--- config.mk ---
export PLATFORM = sky130hd
export DESIGN_NAME = game_tug_war
export DESIGN_NICKNAME = d
export VERILOG_FILES = /design/src/rtl/game_tug_war.sv
export SDC_FILE = /design/constraint.sdc
export NUM_CORES = 1
export LEC_CHECK = 0
export CORE_UTILIZATION = 56
export DETAILED_ROUTE_END_ITERATION = 6
export HOLD_SLACK_MARGIN = 0.12
export PLACE_DENSITY = 0.91
export SETUP_SLACK_MARGIN = 0.3
export SLEW_MARGIN = 20
export SYNTH_ARGS = -nofsm -noshare
export SYNTH_HDL_FRONTEND = slang
export SYNTH_SLANG_ARGS = --single-unit
--- constraint.sdc ---
create_clock -name CLK -period 4.4 [get_ports CLK]
set_clock_uncertainty 0.15 [all_clocks]
set_input_delay 1.32 -clock CLK [delete_from_list [all_inputs] [get_ports CLK]]
set_output_delay 1.32 -clock CLK [all_outputs]
set_load 0.1 [all_outputs]
--- src/rtl/game_tug_war.sv ---
// ---------------------------------------------------------------------------
// game_tug_war
//
// Two-player button-mash tug-of-war engine. Runs a countdown, then a play
// phase in which each player's button presses are counted, then a game-over
// screen. The press lead moves a rope position; the game ends when either
// player reaches TARGET presses or leads by MARGIN. Holding every button of
// both players on the game-over screen restarts the countdown.
//
// Ports
//   CLK         in   1       clock, rising edge
//   RESET       in   1       synchronous, active-high
//   ENABLE      in   1       game selected; low acts as RESET
//   P1_BTN      in   BTN_N   player-1 button levels (already synchronised)
//   P2_BTN      in   BTN_N   player-2 button levels (already synchronised)
//   SCREEN      out  3       one-hot: 001 countdown, 010 play, 100 game over
//   COUNT_DOWN  out  3       seconds left in countdown, 0 otherwise
//   P1_COUNT    out  CNT_W   player-1 press count
//   P2_COUNT    out  CNT_W   player-2 press count
//   LOCATION    out  LOC_W   rope position, 0 = player-2 end
//   WINNER      out  2       00 none, 01 P1, 10 P2, 11 draw
//
// SCREEN is the state register itself, so it doubles as the FSM state
// observation point. All outputs come straight from registers.
// ---------------------------------------------------------------------------
module game_tug_war #(
    parameter int CNT_W      = 7,
    parameter int TARGET     = 63,
    parameter int MARGIN     = 8,
    parameter int LOC_N      = 7,
    parameter int STEP       = 2,
    parameter int CD_SEC     = 3,
    parameter int SEC_CYCLES = 1000,
    parameter int BTN_N      = 2,
    localparam int LOC_W     = (LOC_N > 1) ? $clog2(LOC_N) : 1
) (
    input  logic             CLK,
    input  logic             RESET,
    input  logic             ENABLE,
    input  logic [BTN_N-1:0] P1_BTN,
    input  logic [BTN_N-1:0] P2_BTN,
    output logic [2:0]       SCREEN,
    output logic [2:0]       COUNT_DOWN,
    output logic [CNT_W-1:0] P1_COUNT,
    output logic [CNT_W-1:0] P2_COUNT,
    output logic [LOC_W-1:0] LOCATION,
    output logic [1:0]       WINNER
);

    // Screen / state encodings
    localparam logic [2:0] SCR_CD   = 3'b001;
    localparam logic [2:0] SCR_PLAY = 3'b010;
    localparam logic [2:0] SCR_OVER = 3'b100;

    localparam logic [1:0] WIN_NONE = 2'b00;
    localparam logic [1:0] WIN_P1   = 2'b01;
    localparam logic [1:0] WIN_P2   = 2'b10;
    localparam logic [1:0] WIN_DRAW = 2'b11;

    localparam int CYC_W   = (SEC_CYCLES > 1) ? $clog2(SEC_CYCLES) : 1;
    localparam int CENTRE  = (LOC_N - 1) / 2;
    localparam int STEP_SH = (STEP > 1) ? $clog2(STEP) : 0;

    localparam logic [CYC_W-1:0]   CYC_LAST  = CYC_W'(SEC_CYCLES - 1);
    localparam logic [2:0]         CD_INIT   = 3'(CD_SEC);
    localparam logic [CNT_W-1:0]   TGT       = CNT_W'(TARGET);
    localparam logic [LOC_W-1:0]   LOC_C     = LOC_W'(CENTRE);
    localparam logic [LOC_W-1:0]   LOC_MAX   = LOC_W'(LOC_N - 1);
    localparam logic [CNT_W+1:0]   C_EXT     = (CNT_W+2)'(CENTRE);
    localparam logic [CNT_W+1:0]   STEP_RND  = (CNT_W+2)'(STEP - 1);
    localparam logic signed [CNT_W:0] MARGIN_POS = $signed((CNT_W+1)'(MARGIN));
    localparam logic signed [CNT_W:0] MARGIN_NEG = -MARGIN_POS;

    // Registers
    logic [2:0]       screen;
    logic [2:0]       count_down;
    logic [CYC_W-1:0] cyc_cnt;
    logic [CNT_W-1:0] p1_count;
    logic [CNT_W-1:0] p2_count;
    logic [LOC_W-1:0] location;
    logic [1:0]       winner;
    logic [BTN_N-1:0] p1_q;
    logic [BTN_N-1:0] p2_q;

    // Combinational helpers
    logic                    sync_rst;
    logic                    screen_legal;
    logic                    combo;
    logic                    go_home;
    logic                    p1_rise;
    logic                    p2_rise;
    logic                    hit_target;
    logic [1:0]              target_winner;
    logic [LOC_W-1:0]        target_loc;
    logic signed [CNT_W:0]   lead;
    logic [CNT_W:0]          lead_abs;
    logic [CNT_W+1:0]        steps;
    logic [LOC_W-1:0]        offset;
    logic [LOC_W-1:0]        rope_loc;

    assign sync_rst     = RESET | ~ENABLE;
    assign screen_legal = (screen == SCR_CD) || (screen == SCR_PLAY) ||
                          (screen == SCR_OVER);
    assign combo        = (&P1_BTN) & (&P2_BTN);

    // One condition covers reset, enable-low, illegal state recovery and
    // the game-over restart combo: all of them land in a fresh countdown.
    assign go_home = sync_rst | ~screen_legal | ((screen == SCR_OVER) & combo);

    // Any rising bit scores a single press for that player this cycle.
    assign p1_rise = |(P1_BTN & ~p1_q);
    assign p2_rise = |(P2_BTN & ~p2_q);

    // End-of-game decision works on the registered counts, so a press is
    // judged one edge after it is counted.
    assign hit_target = (p1_count == TGT) || (p2_count == TGT);

    always_comb begin
        target_winner = WIN_DRAW;
        target_loc    = LOC_C;
        if (p1_count > p2_count) begin
            target_winner = WIN_P1;
            target_loc    = LOC_MAX;
        end else if (p2_count > p1_count) begin
            target_winner = WIN_P2;
            target_loc    = '0;
        end
    end

    // Rope mapping: centre plus sign(lead) * ceil(|lead| / STEP), clamped.
    assign lead     = $signed({1'b0, p1_count}) - $signed({1'b0, p2_count});
    assign lead_abs = lead[CNT_W] ? $unsigned(-lead) : $unsigned(lead);
    assign steps    = ({1'b0, lead_abs} + STEP_RND) >> STEP_SH;

    always_comb begin
        offset = LOC_C;
        if (steps <= C_EXT) begin
            offset = steps[LOC_W-1:0];
        end
    end

    assign rope_loc = lead[CNT_W] ? (LOC_C - offset) : (LOC_C + offset);

    always_ff @(posedge CLK) begin
        // Button history follows the inputs in every state, including reset,
        // so buttons held across a reset or restart never count as a press.
        p1_q <= P1_BTN;
        p2_q <= P2_BTN;

        if (go_home) begin
            screen     <= SCR_CD;
            count_down <= CD_INIT;
            cyc_cnt    <= '0;
            p1_count   <= '0;
            p2_count   <= '0;
            location   <= LOC_C;
            winner     <= WIN_NONE;
        end else begin
            case (screen)
                SCR_CD: begin
                    p1_count <= '0;
                    p2_count <= '0;
                    if (cyc_cnt == CYC_LAST) begin
                        cyc_cnt <= '0;
                        if (count_down <= 3'd1) begin
                            screen     <= SCR_PLAY;
                            count_down <= 3'd0;
                        end else begin
                            count_down <= count_down - 3'd1;
                        end
                    end else begin
                        cyc_cnt <= cyc_cnt + 1'b1;
                    end
                end

                SCR_PLAY: begin
                    count_down <= 3'd0;
                    // Counts freeze on the edge that ends the game so the
                    // final score is the one the decision was made on.
                    if (hit_target) begin
                        screen   <= SCR_OVER;
                        winner   <= target_winner;
                        location <= target_loc;
                    end else if (lead >= MARGIN_POS) begin
                        screen   <= SCR_OVER;
                        winner   <= WIN_P1;
                        location <= LOC_MAX;
                    end else if (lead <= MARGIN_NEG) begin
                        screen   <= SCR_OVER;
                        winner   <= WIN_P2;
                        location <= '0;
                    end else begin
                        location <= rope_loc;
                        if (p1_rise && (p1_count != TGT)) begin
                            p1_count <= p1_count + 1'b1;
                        end
                        if (p2_rise && (p2_count != TGT)) begin
                            p2_count <= p2_count + 1'b1;
                        end
                    end
                end

                default: begin
                    // Game over: everything frozen until the restart combo.
                end
            endcase
        end
    end

    assign SCREEN     = screen;
    assign COUNT_DOWN = count_down;
    assign P1_COUNT   = p1_count;
    assign P2_COUNT   = p2_count;
    assign LOCATION   = location;
    assign WINNER     = winner;

endmodule

# ---- Word level (Yosys, flattened, before mapping)
# Cells that the tools add are included.
dict set report word_totals {
  input_bits 7
  reg_bits 39
  elab_cells 100
}
dict set report classes {
  n_reduce_logical 16
  n_addsub 9
  order_cmp 6
  n_eq_ne 16
  mux 33
  bitwise_logic 11
}
# operator count
set ops {}
lappend ops {{7-bit 2-to-1 mux} 8}
lappend ops {{3-bit 2-to-1 mux} 13}
lappend ops {{7-bit one-hot mux with 2 select lines} 2}
lappend ops {{7-bit by 1-bit adder with 7-bit output, second input constant} 2}
lappend ops {{7-bit by 6-bit == test with 1-bit output, second input constant} 2}
lappend ops {{7-bit > comparator} 2}
lappend ops {{7-bit by 6-bit inequality test with 1-bit output, second input constant} 2}
lappend ops {{3-bit one-hot mux with 2 select lines} 2}
lappend ops {{10-bit by 1-bit adder with 10-bit output, second input constant} 1}
lappend ops {{10-bit == test, second input constant} 1}
lappend ops {{10-bit 2-to-1 mux} 1}
lappend ops {{2-bit 2-to-1 mux} 5}
lappend ops {{5-bit AND reduction} 2}
lappend ops {{8-bit by 1-bit adder with 9-bit output, second input constant} 1}
lappend ops {{8-bit by 5-bit >= comparator with 1-bit output, second input constant} 1}
lappend ops {{8-bit by 2-bit less-or-equal comparator with 1-bit output, second input constant} 1}
lappend ops {{8-bit by 4-bit less-or-equal comparator with 1-bit output, second input constant} 1}
lappend ops {{8-bit 2-to-1 mux} 1}
lappend ops {{2-bit by 1-bit inequality test with 1-bit output, second input constant} 4}
lappend ops {{8-bit negation} 1}
lappend ops {{2-bit AND reduction} 4}
lappend ops {{7-bit by 7-bit subtractor with 8-bit output} 1}
lappend ops {{2-bit inequality test, second input constant} 3}
lappend ops {{2-bit bitwise AND} 2}
lappend ops {{other kinds (19)} 28}

# ---- Depth between registers and ports, before layout
# Gate-level depths: netlist of the first run.
dict set report logic_depth {
  word_depth 11
  mapped_depth 17
  ltp_nobuf 17
}

# ---- Least setup slack after synthesis of the first run
# Ideal clock, no wire load.
dict set report synth_path {
  path_kind {register to register}
  startpoint {reg p1_count[0], in the netlist P1_COUNT[0]}
  endpoint {reg location[1], in the netlist LOCATION[1]}
  arrival_time_ps 3965
  path_buffers 0
  period_less_slack_ps 4198
  path_stages_with_launch 16
  setup_slack_ps 202
  path_cell_list {dfxtp_1 > inv_1 > ha_1 > fa_1 > ha_1 > nor2_1 > a21oi_1 > ha_1 > nor4b_1 > mux2_2 > mux2i_1 > nor3_1 > ha_1 > o31ai_1 > a21oi_1 > o221ai_1}
}
dict set report synth_via {
  elab_chain_cells 11
  elab_cells_between_ends 20
  classes_between {add/sub: 5; order compare: 5; eq/ne: 1; mux: 8; reduce/logical: 1}
}
# item line_no
set synth_lines {}
lappend synth_lines {{start, declared} 78} ;# logic [CNT_W-1:0] p1_count;
lappend synth_lines {{start signal, assigned} 195} ;# p1_count <= p1_count + 1'b1;
lappend synth_lines {{7-bit by 7-bit subtractor with 8-bit output} 131} ;# assign lead = $signed({1'b0, p1_count}) - $signed({1'b0, p2_count});
lappend synth_lines {{8-bit negation} 132} ;# assign lead_abs = lead[CNT_W] ? $unsigned(-lead) : $unsigned(lead);
lappend synth_lines {{8-bit 2-to-1 mux} 132}
lappend synth_lines {{8-bit by 1-bit adder with 9-bit output} 133} ;# assign steps = ({1'b0, lead_abs} + STEP_RND) >> STEP_SH;
lappend synth_lines {{8-bit by 2-bit less-or-equal comparator with 1-bit output} 137} ;# if (steps <= C_EXT) begin
lappend synth_lines {{3-bit 2-to-1 mux} 137}
lappend synth_lines {{2-bit by 3-bit adder with 3-bit output or 2-bit by 3-bit subtractor with 3-bit output (tied branches)} 142} ;# assign rope_loc = lead[CNT_W] ? (LOC_C - offset) : (LOC_C + offset);
lappend synth_lines {{3-bit 2-to-1 mux} 142}
lappend synth_lines {{3-bit 2-to-1 mux} 188} ;# end else if (lead <= MARGIN_NEG) begin
lappend synth_lines {{3-bit 2-to-1 mux} 184} ;# end else if (lead >= MARGIN_POS) begin
lappend synth_lines {{3-bit 2-to-1 mux *} 180} ;# if (hit_target) begin
lappend synth_lines {{end signal, assigned} 183} ;# location <= target_loc;
lappend synth_lines {{end signal, assigned} 193} ;# location <= rope_loc;
lappend synth_lines {{end, declared} 80} ;# logic [LOC_W-1:0] location;
# Mark *: on every way between the ends. The rest lies on a longest branch, timed or not.
# A chain may end at the register's enable or synchronous reset.

# ---- Worst setup path in the final report of the first run
# Ends and elaborated chain as after synthesis.

==> results of run 1 <==
==> timing repair <==
action / 4_1_cts / 5_1_grt
gates resized for setup: 0 / 1
setup endpoints to repair: 0 / 1
hold buffers: 0 / 0
==> metal layers <==
layer,up-vias,share of wire (%),global-route usage (%)
met5,-,0,0
met4,0,1.6,6.889
met3,11,5.6,4.618
met2,76,48,44.66
met1,1166,45,37.01
li1,1226,-,-
==> worst max path at each step <==
stage,startpoint,end,slack (ps),cells after the start
2_1_floorplan,P2_COUNT[2]$_SDFFE_PP0P_,LOCATION[1]$_SDFFE_PP1P_,300,17
3_3_place_gp,P2_COUNT[2]$_SDFFE_PP0P_,LOCATION[1]$_SDFFE_PP1P_,810,17
3_5_place_dp,P2_COUNT[2]$_SDFFE_PP0P_,LOCATION[1]$_SDFFE_PP1P_,630,16
4_1_cts,P1_COUNT[0]$_SDFFE_PP0P_,LOCATION[1]$_SDFFE_PP1P_,610,15
5_1_grt,P2_COUNT[4]$_SDFFE_PP0P_,LOCATION[1]$_SDFFE_PP1P_,320,16
6_report,P1_COUNT[0]$_SDFFE_PP0P_,LOCATION[1]$_SDFFE_PP1P_,600,15
==> cell usage after synthesis (2+ instances only) <==
library cell,n
o21a_1,3
nand2b_1,6
xnor2_1,5
mux2_2,2
or3_1,8
nand4_1,7
nor2_1,23
o31ai_1,3
nand3_1,15
o221ai_1,2
dfxtp_1,39
nand3b_1,4
nor3_1,10
a2111o_1,2
a21oi_1,20
nor4_1,2
inv_1,20
clkbuf_1,8
nor3b_1,2
o311ai_0,2
or2_2,2
a21oi_2,2
and3_1,2
nor2b_1,3
a21boi_1,3
ha_1,15
o21ai_0,10
o22ai_1,2
xor2_1,12
a211oi_1,3
mux2i_1,13
nor4b_1,2
buf_2,3
nand2_1,46
==> cell families (layout without fill, tap and decap cells) <==
group | Yosys count | in the layout
XOR/XNOR | 17 | 17
adder cells (fa/ha/maj) | 16 | 16
multiplexers | 15 | 15
flip-flops | 39 | 39
AND/OR/NAND/NOR | 139 | 139
AO/OA/AOI/OAI | 67 | 67
buffers and inverters | 32 | 62
==> per-stage QoR <==
step	utilization [%]	instances	area, um2
floorplan	-	325	2604
global placement	66.72	399	2945
detailed placement	66.72	399	2945
CTS	68.65	407	3030
global route	68.68	407	3032
finish	68.68	407	3032
==> tightest hold or removal path, stage by stage, from the launching register on <==
cell and delay (ps):
dfxtp_1 330, inv_1 60, a21oi_1 50
==> power breakdown <==
part	switching (mW)	leakage [nW]	internal [mW]	total (mW)
Combinational	0.00990	0.763	0.00845	0.0184
Sequential	0.00153	0.317	0.355	0.357
Clock	0.133	0.0412	0.111	0.244
Total	0.145	1.12	0.475	0.620
==> registers in the layout (all words and copies together) (netlist names) <==
register / flops
P2_COUNT: 7
COUNT_DOWN: 3
cyc_cnt: 10
p1_q: 2
P1_COUNT: 7
p2_q: 2
SCREEN: 3
LOCATION: 3
WINNER: 2
==> layout make-up <==
cell class	instances	area [um2]	share of cell area [%]
multi-input combinational	254	1690	55.76
sequential	39	783.3	25.84
timing repair buffer	34	332.8	10.98
inverter	20	75.07	2.476
clock buffer	6	72.57	2.394
tap	52	65.06	2.146
clock inverter	2	12.51	0.4127
==> impl_metrics.yaml, run 1 <==
power:
  p_leak_nw: 1.121
  pwr_density_cell_nw_per_um2: 204.4
  peakVddDrop_uv: 173.5
  total_power_mw: 0.6195
clock_tree:
  cts_sinks: 39
  cts_made_buffers: 5
  clock_latency_ps: 300
  clock_path_buffers: 2
  htree_levels: 2
  path_clk_slew_ps: 80
  cts_tree: "yes"
  root_buffer: "clkbuf_8"
  cts_setup_buffers: 0
yosys:
  synth_area_um2: 2602
  synthSimpleGateAreaFrac_pct: 26.78
  synth_compound_area_share_pct: 18.61
  yosys.area.top_type_share_pct: 30.00
  yosysTopAreaCell: "dfxtp_1"
  ys_async_sr_fraction_pct: 0
  synth_seq_cells: 39
  synth.area.mux_share_pct: 5.865
  synth-main-ff-cell: "dfxtp_1"
  ys.warnings.count: 0
  synth_top_family_by_area: "simple AND/OR/NAND/NOR gates"
  syn_inst: 325
  synth_xor_area_share_pct: 5.721
  syn-num-nets: 348
  synth.avg_cell_area_um2: 8.008
  synth_cell_types: 58
  synth_edf_count: 0
  synth_area_leaders: "dfxtp_1 (30%), ha_1 (7.2%), nand2_1 (6.6%), mux2i_1 (5.0%), xor2_1 (4.0%)"
  yosysSeqAreaShare_pct: 30.00
  synthAdderAreaFrac_pct: 7.981
sta:
  post-route-min-period_ps: 3800
  rsz0062_at_grt: "no"
  holdWs_ps: 333.3
  fmaxAchievable_mhz: 263.2
  slew_headroom_pct: 32.72
  drv_slew: 0
  setup-violations-final: 0
  tightest_slew_ps: 1006
  fin_tns_setup_ps: 0
  hold_violations: 0
  finalCritPeriodShare_pct: 86.36
  worst_slack_ps: 600.1
place:
  portBuffers: 31
  pre_cts_slack_ps: 634.4
  dp_hpwl_mm: 4.761
  routabilityCongestion: 0.9019
setup_path:
  endpoint_kind: "register"
  slowest_stage: "fa_1"
  crit_fanout: 6
  cp.buffers_inverters: 1
  cp_data_arrival_time_ps: 3870
  ff2ff_path_depth: 15
  crit_type: "register to register"
  r2r_start: "P1_COUNT[0]$_SDFFE_PP0P_"
  cpMostUsedCell: "ha_1"
  slowest_delay_ps: 610
  rr_endpoint: "LOCATION[1]$_SDFFE_PP1P_"
  path_cells: "inv_1 > ha_1 > fa_1 > ha_1 > nor2_1 > a21oi_1 > ha_1 > nor4b_1 > mux2_2 > mux2i_1 > nor3_1 > ha_1 > o31ai_1 > a21oi_1 > o221ai_1"
  crit_family: "adder cells"
  startpoint_type: "register"
  worstPathRequired_ps: 4470
  ff2ff_setup_slack_ps: 600
worst_hold_path:
  hold_depth: 2
  min_from: "WINNER[1]$_SDFFE_PP0P_"
  hold_class: "register to register"
  whs_endpoint: "WINNER[1]$_SDFFE_PP0P_"
cells_and_area:
  fin_nets: 377
  drive_above_1_share_pct: 7.606
  syn2layout_area_growth_pct: 16.49
  final_cell_mix: "nand2_1 (46), dfxtp_1 (37), clkdlybuf4s50_1 (31)"
  diodes: 0
  final_common_cell: "nand2_1"
  num-fill-cells: 364
grt:
  grt_pass1_wl_mm: 10.83
  grt_pass1_vias: 2340
  antenna_found_initial: 0
  grt_usage_pct: 27.18
  gr-total-overflow: 0
  grt_max_degree: 17
route:
  wirelength_mm: 6.230
  drc: 0
  drt-initial-drc-count: 198
  ant_nets: 0
  avgViaCountPerCell: 6.091
  wl_per_cell_um: 15.31
  drtPass1Iterations: 4
  vias: 2479
floorplanning:
  ios: 32
  row_count: 24
  die-width_um: 70.17
  start_util_pct: 58.96
  core_um2: 4414
  dieArea_um2: 4924
  die_h_um: 70.17
run:
  cap_violations: 0
status:
  status: "finished clean"
Power figures use the tool's default switching activity.
==> run 2, diff against run 1 <==
HOLD_SLACK_MARGIN = 0.02   (was 0.12)
==> results of run 2 <==
The final DEF is identical to that of run 1; final timing and power are the same.
==> run 3, diff against run 2 <==
SLEW_MARGIN = 30   (was 20)
==> results of run 3 <==
The final DEF is identical to that of run 1; final timing and power are the same.
==> RTL edit 1: new RTL, flow settings as in run 2 <==
Put one more register stage on the output `P1_COUNT`. The value now appears one clock later. The other outputs are not delayed to match.
--- a/src/rtl/game_tug_war.sv
+++ b/src/rtl/game_tug_war.sv
@@ -211,3 +211,5 @@
     assign COUNT_DOWN = count_down;
-    assign P1_COUNT   = p1_count;
+    always_ff @(posedge CLK) begin
+        P1_COUNT <= p1_count;
+    end
     assign P2_COUNT   = p2_count;
Check against the original RTL: no difference found for any inputs over 10 cycles, from zero or initial values; that may be too few to reach the edited logic, so the function may still have changed.
==> RTL edit 1 against run 2 <==
The run now ends with design-rule violations left. Core utilization is 0.56 points higher. Routed wire length decreased by 3.5%. Sequential power up 18%. Via count shrank 2.0%. Total power increased by 14%. Setup slack better by 53 ps. Area after synthesis rose by 2.4%. Largest power group unchanged. Largest cell class unchanged. Critical endpoint is now LOCATION[2]. Combinational power is 9.8% lower. Final area rose by 2.2%. Global-route usage down 1.4 points. Sequential cell count increased by 7. First-iteration DRC count fell by 10%.
==> RTL edit 1: results (changes against run 2) <==
Synth
  • Avg Inst Size Synth: 8.71 µm² (was 8.01 µm²)
  • Synthesized net count: 329 (was 348)

Layout
  • Clock network area share: 0.0299 (was 0.0281)
  • Buffering overhead: 0.100 (was 0.110)
  • Fillers: 351 (was 364)
  • Share of layout cells above drive strength 1: 0.0801 (was 0.0761)
  • Multi-input logic portion of the cell area: 0.529 (was 0.558)
  • Final Core Density: 0.692 (was 0.687)

Detailed routing
  • DRT Pass-1 Iters: 6 (was 4)
  • Drc violations: 1 (was 0)
  • Drt total wl: 6010 µm (was 6230 µm)
  • Met1 wire length: 2590 µm (was 2800 µm)
  • Met2 WL: 3000 µm (was 2980 µm)

Placement
  • Placer Congestion: 0.940 (was 0.902)
  • DP Worst Slack: 730 ps (was 634 ps)
  • Placed Cells: 381 (was 399)
  • DP HPWL: 4450 µm (was 4760 µm)

Outcome
  • Failing checks: design-rule violations
  • Status: complete, but fails checks (was finished clean)

Power and ir drop
  • Sw frac: 0.232 (was 0.234)
  • Comb power frac: 0.024 (was 0.030)
  • Reg power frac: 0.598 (was 0.576)

Worst setup path
  • Reg-to-reg endpoint: LOCATION[2] (was LOCATION[1])
  • CP top delay family: compound AO/OA/AOI/OAI gates (was adder cells)
  • Register-to-register setup slack: 650 ps (was 600 ps)

Global route
  • Gr usage total: 0.257 (was 0.272)
  • First-pass GRT wire length: 10400 µm (was 10800 µm)
  • Pin count of the biggest net entering global routing: 20 (was 17)

Min path
  • Hold Crit Start: p1_count[6] (was WINNER[1])
==> RTL edit 1: kinds of logic after synthesis <==
family,share of synthesized area
buf+inv,0.0390
compound gates,0.192
xor+xnor,0.0737
fa+ha+maj,0.0779
simple gates,0.261
flops,0.346
mux,0.0113
==> RTL edit 1: worst max path at each step <==
stage | cells after the start | to | startpoint
after global placement | 15 | LOCATION[1] | p1_count[0]
after CTS | 13 | LOCATION[2] | p1_count[0]
after detailed placement | 13 | LOCATION[2] | p1_count[0]
after floorplan | 17 | LOCATION[1] | P2_COUNT[3]
final | 13 | LOCATION[2] | p1_count[0]
after global routing | 13 | LOCATION[2] | p1_count[0]
==> RTL edit 1: worst reg2reg max path, delay by kind of cell, from the launching register on <==
| family | cells | cell delay (ps) |
|---|---|---|
| flops | 1 | 440 |
| fa+ha+maj | 3 | 900 |
| simple gates | 4 | 460 |
| buf+inv | 1 | 100 |
| compound gates | 4 | 1150 |
| xor+xnor | 1 | 420 |
==> RTL edit 2: new RTL, settings of run 2 <==
Without the edit above. The parameter `CNT_W` goes from 7 to 14.
--- a/src/rtl/game_tug_war.sv
+++ b/src/rtl/game_tug_war.sv
@@ -26,3 +26,3 @@
 module game_tug_war #(
-    parameter int CNT_W      = 7,
+    parameter int CNT_W      = 14,
     parameter int TARGET     = 63,
Interface: changed (resized P1_COUNT and P2_COUNT); port bits go from 32 to 46. No check against the original RTL was run, so the function may have changed too.
==> RTL edit 2 against run 2 <==
The flow now finishes with violations (design-rule violations, negative setup slack). Global-route usage grew 14 points. Fmax shrank 24%. Total power grew 31%. Routed wire length grew to 3.2 times the old value. Sequential cell count grew 14. Setup slack lost 1200 ps. Final area grew 110%. Critical endpoint unchanged. Area after synthesis grew 75%.
==> RTL edit 2: results (changes against run 2) <==
Worst setup path
  • FF-to-FF path depth: 18 (was 15)
  • Worst path max stage delay: 530 ps (was 610 ps)
  • CP max stage cell: nor3_1 (was fa_1)
  • Crit path DAT: 5120 ps (was 3870 ps)
  • Worst Path Max Fanout: 8 (was 6)
  • CP Launch Point: P2_COUNT[6] (was P1_COUNT[0])

Layout
  • Share of layout cells above drive strength 1: 0.332 (was 0.0761)
  • Fillers: 373 (was 364)
  • Non-Filler Instances: 835 (was 407)
  • Final nets: 763 (was 377)

Placement
  • Post-Place Cell Area: 0.00584 mm² (was 0.00295 mm²)
  • Placer Congestion: 0.970 (was 0.902)
  • DP HPWL: 11300 µm (was 4760 µm)
  • Placed Cells: 806 (was 399)
  • DP Worst Slack: -227 ps (was 634 ps)

Detailed routing
  • DRT Pass-1 Iters: 7 (was 4)
  • Drt total wl: 20200 µm (was 6230 µm)
  • Drc violations: 35 (was 0)
  • Met3 WL: 2480 µm (was 350 µm)
  • Met2 WL: 9050 µm (was 2980 µm)
  • Met1 wire length: 6640 µm (was 2800 µm)
  • Drt via density: 7.25 (was 6.09)

Synth
  • Sequential share of the synthesized area: 0.233 (was 0.300)
  • Top post-synthesis cells by area: dfxtp_1 (23%), xnor2_1 (7.5%), nor2_1 (7.0%), ha_1 (6.3%), a21oi_1 (3.7%) (was dfxtp_1 (30%), ha_1 (7.2%), nand2_1 (6.6%), mux2i_1 (5.0%), xor2_1 (4.0%))
  • Synth Area in Adders: 0.0675 (was 0.0798)
  • Synth Instances: 592 (was 325)
  • Mux cell area share after synthesis: 0.0176 (was 0.0587)
  • Yosys cell types: 81 (was 58)
  • Compound-cell area share of the yosys netlist: 0.233 (was 0.186)

Power and ir drop
  • Pleak: 2.48 nW (was 1.12 nW)
  • Worst vdd ir: 0.219 mV (was 0.174 mV)
  • Sw frac: 0.270 (was 0.234)

Global route
  • Gr usage total: 0.411 (was 0.272)
  • Pin count of the biggest net entering global routing: 25 (was 17)
  • Met2 global-route usage: 0.695 (was 0.447)
  • First-pass GRT wire length: 27200 µm (was 10800 µm)
  • Vias in the first global route: 5420 (was 2340)
  • GR Util met1: 0.456 (was 0.370)

Clocking
  • Post-CTS sizing: 7 (was 0)
  • Clk_lat worst skew: 360 ps (was 300 ps)
  • CTS clock-pin slew for the worst setup and hold paths: 130 ps (was 80 ps)
  • Postcts setup bufs: 4 (was 0)

STA
  • Worst Slack Setup Final: -609 ps (was 600 ps)
  • Worst Max-Slew Pin Slew: 1260 ps (was 1010 ps)
  • Final setup fails: 23 (was 0)
  • Hold WS: 379 ps (was 333 ps)

Outcome
  • Status: complete, but fails checks (was finished clean)
  • Failing checks: design-rule violations, negative setup slack

Min path
  • Hold Crit Start: LOCATION[2] (was WINNER[1])
  • Hold EP: LOCATION[2] (was WINNER[1])
==> RTL edit 2: changes by cell type in the layout (fill, tap and decap cells not counted), sizes merged, moves of 14 or more <==
cell / change
dfxtp: +14
clkdlybuf4s50: +14
nor2: +62
xnor2: +34
nor3: +19
buf: +107
a21oi: +14
==> RTL edit 2: power groups by stage <==
stage               sequential [mW]  combinational [mW]  clock, mW
floorplan                     0.483             0.00783          0
global placement              0.484              0.0159          0
detailed placement            0.484              0.0167          0
CTS                           0.473              0.0177      0.293
global route                  0.473              0.0214      0.329
finish                        0.473              0.0198      0.321
==> RTL edit 2: cell type report <==
| type | count | area (µm²) | share of cell area |
|---|---|---|---|
| clock buffers | 5 | 68.8 | 0.0107 |
| clock inverters | 3 | 20.0 | 0.00310 |
| inverters | 31 | 119 | 0.0184 |
| multi-input cells | 486 | 3670 | 0.569 |
| flip-flops and latches | 53 | 1140 | 0.177 |
| well taps | 102 | 128 | 0.0198 |
| repair buffers | 155 | 1310 | 0.202 |
